==> config.mk <==
export PLATFORM = sky130hd
export DESIGN_NAME = mic_fifo_ram
export DESIGN_NICKNAME = d
export VERILOG_FILES = /design/src/rtl/mic_fifo_ram.sv
export SDC_FILE = /design/constraint.sdc
export NUM_CORES = 1
export LEC_CHECK = 0
export BUFFER_PORTS_ARGS = -buffer_cell sky130_fd_sc_hd__clkbuf_2
export CAP_MARGIN = 20
export CORE_ASPECT_RATIO = 0.7
export CORE_MARGIN = 3
export CORE_UTILIZATION = 50
export DETAILED_ROUTE_END_ITERATION = 6
export PLACE_DENSITY_LB_ADDON = 0.1
export SETUP_SLACK_MARGIN = 0.02
export SLEW_MARGIN = 25
export SYNTH_ARGS = -nofsm -noshare
export SYNTH_HDL_FRONTEND = slang
export SYNTH_SLANG_ARGS = --single-unit
==> constraint.sdc <==
create_clock -name clk -period 6.3 [get_ports clk]
set_input_delay 0.945 -clock clk [delete_from_list [all_inputs] [get_ports clk]]
set_output_delay 0.945 -clock clk [all_outputs]
set_load 0.05 [all_outputs]
==> src/rtl/mic_fifo_ram.sv <==
// mic_fifo_ram: dual-port sample buffer with registered read and post-reset clear sweep.
// Define MIC_FIFO_WR_FWD_EN for write-first bypass on same-address read/write.
module mic_fifo_ram #(
  parameter int ADDR_WIDTH = 6,
  parameter int DATA_WIDTH = 18
) (
  input  logic                  clk,
  input  logic                  rst,
  input  logic                  fifo_we,
  input  logic [ADDR_WIDTH-1:0] fifo_wr_addr,
  input  logic [DATA_WIDTH-1:0] fifo_wr_data,
  input  logic [ADDR_WIDTH-1:0] fifo_rd_addr,
  output logic [DATA_WIDTH-1:0] fifo_rd_data,
  output logic                  init_done
);
  typedef enum logic {INIT, RUN} state_t;
  state_t state;
  logic [DATA_WIDTH-1:0] mem [2**ADDR_WIDTH];
  logic [ADDR_WIDTH-1:0] clr_cnt;
  logic                  fwd;
`ifdef MIC_FIFO_WR_FWD_EN
  assign fwd = fifo_we && (fifo_wr_addr == fifo_rd_addr);
`else
  assign fwd = 1'b0;
`endif
  always_ff @(posedge clk) begin
    if (!rst) begin
      state        <= INIT;
      clr_cnt      <= '0;
      init_done    <= 1'b0;
      fifo_rd_data <= '0;
    end else if (state == INIT) begin
      clr_cnt      <= clr_cnt + 1'b1;
      fifo_rd_data <= '0;
      if (&clr_cnt) begin
        init_done <= 1'b1;
        state     <= RUN;
      end
    end else begin
      fifo_rd_data <= fwd ? fifo_wr_data : mem[fifo_rd_addr];
    end
  end
  // Storage has no reset: an asserted rst leaves contents intact until the next sweep.
  always_ff @(posedge clk) begin
    if (rst) begin
      if (state == INIT) mem[clr_cnt] <= '0;
      else if (fifo_we) mem[fifo_wr_addr] <= fifo_wr_data;
    end
  end
endmodule

* Word-level counts from Yosys, hierarchy flattened *
Memories as Yosys holds them, arrays and structs flattened. A register that Yosys moved wholly into a read port is not among the register bits.
Index checks and enable logic that the tools add are counted.

storage, ports and cells
  memory bits (read-only) = 0
  output and inout port bits = 19
  latch bits = 0
  bits in writable memories = 1152
  memories kept = 1
  register bits = 8

operators by class
  add/sub/neg operators = 1
  bitwise operators = 1
  equal/unequal tests = 0
  shifts and indexed selects = 0
  $mul = 0
  magnitude comparators = 0
  divide/modulo/power cells = 0
  mux-type cells = 12
  reductions and logical operators = 5

memory list
  memory  depth  bits a word  read ports  clocked after Yosys merged registers in  wr ports  line  source
  mem     64     18           1           1                                        1         18    logic [DATA_WIDTH-1:0] mem [2**ADDR_WIDTH];

operators with widths
  operator                                      count
  2-to-1 mux 18 bit                             1
  OR reduction 18 bit                           1
  2-to-1 mux 1 bit                              10
  AND reduction 7 bit                           1
  adder 6 x 1 -> 6 bit (second input constant)  1
  2-to-1 mux 6 bit                              1
  AND reduction 6 bit                           1
  AND reduction 2 bit                           1
  zero test 1 bit                               1
  NOT 1 bit                                     1

* Longest topological paths before layout *
Gate-level depths: netlist (run 1).

  word-level depth = 6
  gate-level depth with buffers = 9

* Worst setup path before layout (run 1) *
Ideal clock, no wire load.

  path type = input to register
  start = in rst
  end = mem mem[11][0] (enable)
  arrival = 2785 ps
  setup time = 393 ps
  buffers on the path = 2
  slack = 3122 ps
  cell stages on the path = 7
  cell sequence = and3_1 > clkbuf_1 > clkbuf_1 > nand3b_1 > o21ai_0 > nand2_1 > nor2_1

on the way
  word-level cells in the longest chain between the ends = 4

RTL lines
  item                                                                   line  source
  from (decl)                                                            8     input logic rst,
  2-to-1 mux 1 bit                                                       45    if (rst) begin
  2-to-1 mux 1 bit (implied by the code)                                 47    else if (fifo_we) mem[fifo_wr_addr] <= fifo_wr_data;
  OR reduction 18 bit (no line)                                          --
  2-to-1 mux 6 bit (no line) / 2-to-1 mux 1 bit (equally long branches)  --
  to (decl)                                                              18

Parallel ways exist; a longest one is shown, timed or not.

* Worst setup path in the final report (run 1) *
  start = reg state
  end = mem mem[30][9] (enable)

on the way
  word-level cells in the longest chain between the ends = 5

RTL lines
  item                                                                   line  source
  from (decl)                                                            17    state_t state;
  from (signal assigned)                                                 28    state <= INIT;
  from (signal assigned)                                                 37    state <= RUN;
  2-to-1 mux 1 bit                                                       46    if (state == INIT) mem[clr_cnt] <= '0;
  2-to-1 mux 1 bit                                                       45
  2-to-1 mux 1 bit (implied by the code)                                 47
  OR reduction 18 bit (no line)                                          --
  2-to-1 mux 6 bit (no line) / 2-to-1 mux 1 bit (equally long branches)  --

Parallel ways exist; a longest one is shown, timed or not.

==> impl_metrics.ini, run 1 <==
[synthesis]
synthXorXnorAreaFrac = 0.000580
synth_seq_cells = 1178
synthAdderAreaFrac = 0.000276
synth_top_cell_by_area = edfxtp_1
synthTopCellsByArea = edfxtp_1 (76%), mux4_2 (14%), mux2i_1 (1.4%)
synth_compound_area_frac = 0.0269
netlist_instances = 2059
synth_top_area_frac = 0.764
synth.most_common_cell = edfxtp_1
synth_top_family_by_area = multiplexers
synth_edf_count = 1152
synth_ff_type = edfxtp_1
synth_cell_types = 49
synth-async-reset-ratio = 0
synth_common_cells = edfxtp_1 (1152), mux4_2 (280), nor2_1 (82), mux2i_1 (63), nand2_1 (60)
yosys_warnings = 0
syn_area_per_cell_sq_um = 22.0
synthSimpleGateAreaFrac = 0.0224
synthMuxAreaShare = 0.158
yosysSeqAreaShare = 0.775
synthesis.area_sq_mm = 0.0453
syn_nets = 2093

[power_and_ir_drop]
p_per_area_mw_per_mm2 = 311
peakVddDrop_mv = 0.248
total_leakage_power_nw = 17.1

[global_routing]
track_usage = 0.251
gr-total-overflow = 0
first_global_vias = 21700
grt_max_degree = 79
grt_pass1_wl_mm = 166
antenna_found_initial = 3

[cells_and_area]
layout-drive-gt1-share = 0.291
syn_to_final_growth_pct = 12.0
fin_cells = 3439
regArea_sq_mm = 0.0351
fin_nets = 2171
multiInputGateArea_sq_mm = 0.00992
fillers = 6474

[drt]
viasPerCell = 6.32
drt-total-wl_mm = 117
dr.first_iter.drc_count = 2811
drc = 0
avgRoutedWirePerCell_um = 34.0
antenna_left = 0
dr_total_vias = 21700
drt_first_pass_iters = 7

[worst_setup_path]
path_max_fanout = 29
end_kind = register
reg2reg_to = mem[30][9]
cp.required_ps = 6610
r2r_slack_ps = 1920
startpoint_type = register
cp.arrival_ps = 4690
ff2ff_path_depth = 5
criticalPathCategory = reg2reg
r2r-start = state

[floorplan]
rows = 91
fp.dieW_um = 366
ioPinCount = 52
core_sq_mm = 0.0889
die_h_um = 258
die-area_sq_mm = 0.0943
start_util = 0.509

[clock_tree]
clkLatencyLatePin_ps = 710
clockRootBuffer = clkbuf_16
post_cts_buffers = 0
clockBufferDepth = 3
cts_htree_levels = 3
numCtsBuffers = 107
clock-sinks = 1178
cts.clk_slew.worst_paths_ps = 70
hold_buffers = 0
cts_tree = yes
cts.repair.resized = 0

[place]
place_inst = 3237
numPortBuffers = 51
hpwl_mm = 69.6
gp_congestion = 0.881

[hold_path]
hold_path_startpoint = init_done
hold_depth = 1
min_path_type = reg2reg
min_to = init_done

[sta]
relSlewSlack = 0.267
fin_setup_tns_ps = 0
hold_violations = 0
post-route-period-util = 0.695
rsz0062_at_grt = no
min_period_ps = 4380
tightest_slew_ps = 1100
setup_viol = 0
fmax_mhz = 228
final-max-slew-violation-count = 0
skew_ps = 25.1

[run]
cap_violations = 0

[status]
status = complete, no violations
[through the flow]
| step | cell area, sq um | util | hold slack (ps) | total power, mW | setup WS (ps) |
|---|---|---|---|---|---|
| finish | 50700 | 0.571 | 470 | 15.8 | 1920 |
| global route | 50700 | 0.570 | 481 | 16.2 | 1700 |
| CTS | 50500 | 0.568 | 469 | 15.9 | 2060 |
| detailed placement | 46900 | 0.527 | 453 | 9.22 | 1490 |
| global placement | 46800 | 0.527 | 454 | 9.21 | 1600 |
| floorplan | 45300 | - | 464 | 9.03 | 3120 |
[area by class of cell]
type	instances	share of cell area
multi-input cells	768	0.195
inverters	2	0.000148
clock inverters	74	0.0153
repair buffers	80	0.0111
flip-flops and latches	1178	0.692
diodes	3	0.000148
clock buffers	125	0.0559
well taps	1209	0.0298
[state kept, by name, summed over array words and instances, names as in the netlist]
register	flops
init_done	1
state	1
mem	1152
clr_cnt	6
fifo_rd_data	18
[kinds of logic after synthesis]
| group | count (synthesis) |
|---|---|
| DFF | 1178 |
| buffers and inverters | 113 |
| muxes | 364 |
| adders and majority gates | 1 |
| AOI/OAI and AO/OA | 178 |
| xor gates and xnor gates | 3 |
| and+or+nand+nor | 222 |
[layer usage]
metal,share of wire,vias up,GRT usage
met5,0,-,0
met4,0.022,0,0.0558
met3,0.097,167,0.0719
met2,0.44,995,0.358
met1,0.44,11800,0.388
li1,-,8832,-
[power by group]
group          switching, mW  internal, mW
logic                  0.349         0.213
registers            0.00829          8.49
clock network           2.88          3.84
[worst max-delay path, cell delays in order, from the launching register on]
cell,delay (ps)
dfxtp_1,580
and3_1,890
nor2_1,120
a21oi_1,670
nand2_1,690
nor2_2,1000
[layout by cell type, fill, tap and decap left out, types with 14 or more instances in the layout]
cell	netlist	final
mux2i_1	63	63
clkinv_1	0	16
a21oi_1	19	19
clkbuf_16	0	109
mux4_2	280	280
dfxtp_1	26	26
clkinv_2	0	27
nand2b_1	14	14
nor2_2	0	16
bufinv_16	0	15
o21ai_0	22	22
mux2_2	21	21
nor2_1	82	16
edfxtp_1	1152	1152
nand3_1	14	14
a221oi_1	15	15
buf_4	21	24
clkbuf_2	0	48
o22ai_1	44	44
nor2_4	0	50
nand2_1	60	55
[how the worst max path moves through the flow]
| stage | startpoint | to | slack, ps | depth (start not counted) |
|---|---|---|---|---|
| floorplan | rst | mem[11][0] | 3120 | 7 |
| global placement | rst | mem[26][4] | 1600 | 6 |
| detailed placement | rst | mem[26][4] | 1490 | 6 |
| CTS | state | mem[26][16] | 2060 | 5 |
| global route | state | mem[24][17] | 1700 | 5 |
| finish | state | mem[30][9] | 1920 | 5 |
(Power assumes the default switching activity.)
==> run 2: changes to the inputs <==
==> constraint.sdc (replaced) <==
create_clock -name clk -period 4.5 [get_ports clk]
set_input_delay 0.675 -clock clk [delete_from_list [all_inputs] [get_ports clk]]
set_output_delay 0.675 -clock clk [all_outputs]
set_load 0.05 [all_outputs]
==> impl_metrics.ini, run 2 (same netlist as run 1, synthesis figures left out) <==
[status]
status = complete, no violations

[worst_setup_path]
cp.required_ps = 4870
path_max_fanout = 25
r2r_slack_ps = 1210
path_cells = and3_1 > nand3_1 > o21ai_0 > nand2_1 > nor2_2 > buf_4
path_delay_family = simple AND/OR/NAND/NOR gates
end_kind = register
criticalPathCategory = reg2reg
reg2reg_to = mem[63][9]
startpoint_type = register
crit_buf_inv = 1
r2r-start = state
ff2ff_path_depth = 6
slowest_stage = and3_1
critPathMaxStageDelay_ps = 760
cp.arrival_ps = 3660

[drt]
dr_total_vias = 22100
dr.first_iter.drc_count = 3325
drt_first_pass_iters = 6
antenna_left = 0
drt-total-wl_mm = 116
drc = 0
viasPerCell = 6.23
avgRoutedWirePerCell_um = 32.8

[sta]
final-max-slew-violation-count = 0
relSlewSlack = 0.370
skew_ps = 35.6
fin_setup_tns_ps = 0
fmax_mhz = 304
min_period_ps = 3290
hold_violations = 0
tightest_slew_ps = 942
fin_hold_ws_ps = 347
setup_viol = 0
post-route-period-util = 0.731
rsz0062_at_grt = no

[cells_and_area]
largest_reg_flops = 1152
final_cell_mix = edfxtp_1 (1152), mux4_2 (280), buf_4 (112)
reg_top3 = mem: 1152 flops, fifo_rd_data: 18 flops, clr_cnt: 6 flops
final_area_sq_mm = 0.0515
layout_commonest_cell = edfxtp_1
fin_nets = 2280
regMostFlops = mem
final_util = 0.579
multiInputGateArea_sq_mm = 0.00963
syn_to_final_growth_pct = 13.7
regArea_sq_mm = 0.0351
layout-drive-gt1-share = 0.317
fin_cells = 3552
fillers = 6446

[clock_tree]
clock-sinks = 1178
clockBufferDepth = 3
cts_tree = yes
post_cts_buffers = 0
hold_buffers = 0
cts.repair.resized = 0
cts.clk_slew.worst_paths_ps = 60
clkLatencyLatePin_ps = 710
numCtsBuffers = 108
cts_htree_levels = 3
clockRootBuffer = clkbuf_16

[place]
place_inst = 3345
gp_congestion = 0.915
hpwl_mm = 74.2
dpl_cell_area_sq_mm = 0.0479
numPortBuffers = 51

[floorplan]
fp.dieW_um = 366
ioPinCount = 52
start_util = 0.509
die_h_um = 258
die-area_sq_mm = 0.0943
core_sq_mm = 0.0889
rows = 91

[global_routing]
gr-total-overflow = 0
grt_pass1_wl_mm = 166
antenna_found_initial = 6
grt_max_degree = 85
track_usage = 0.249
first_global_vias = 21800

[run]
cap_violations = 0

[power_and_ir_drop]
p_per_area_mw_per_mm2 = 427
total_leakage_power_nw = 17.7
peakVddDrop_mv = 0.298

[hold_path]
min_to = init_done
hold_depth = 2
hold_path_startpoint = rst
min_path_type = in2reg
==> run 2: changes by cell type in the layout (fill, tap and decap cells not counted), moves of 13 or more <==
cell / delta
buf_12: +20
buf_4: +88
nor2_4: -50
nor2_2: +49
clkinv_2: -13
clkbuf_1: +13
==> run 2: stage by stage <==
step	setup WS [ps]	power, mW
after floorplan	1590	12.6
after global placement	1080	12.9
after detailed placement	1040	12.9
after CTS	1340	22.1
after global routing	1080	22.6
final	1210	22.0
==> run 2: routing by layer <==
| metal | vias up | GRT usage | share of wire |
|---|---|---|---|
| li1 | 9039 | - | - |
| met1 | 11800 | 0.397 | 0.44 |
| met2 | 1107 | 0.346 | 0.43 |
| met3 | 176 | 0.0642 | 0.11 |
| met4 | 0 | 0.0600 | 0.025 |
| met5 | - | 0 | 0 |
==> run 2: layout make-up <==
| type | instances | area share |
|---|---|---|
| clock inverter | 56 | 0.0111 |
| inverter | 2 | 0.000146 |
| antenna | 3 | 0.000146 |
| timing repair buffer | 188 | 0.0316 |
| tap | 1209 | 0.0294 |
| clock buffer | 148 | 0.0589 |
| multi-input combinational | 768 | 0.187 |
| sequential | 1178 | 0.682 |
==> run 2: power by group <==
part | leakage, nW | internal [mW] | switching, mW
sequential | 11.9 | 11.9 | 0.0109
clock | 1.76 | 5.30 | 3.98
combinational | 3.99 | 0.314 | 0.472
==> run 2: worst max path at each step <==
stage | from | end | slack, ps | cells after the start
after global placement | rst | mem[29][4] | 1080 | 7
after detailed placement | rst | mem[29][4] | 1040 | 7
after CTS | state | mem[29][6] | 1340 | 6
final | state | mem[63][9] | 1210 | 6
after floorplan | rst | mem[11][0] | 1590 | 7
after global routing | state | mem[63][9] | 1080 | 6
==> run 2: worst register-to-register path, cell delays in order, from the launching register on <==
cell	delay, ps
dfxtp_1	580
and3_1	760
nand3_1	200
o21ai_0	170
nand2_1	510
nor2_2	370
buf_4	340
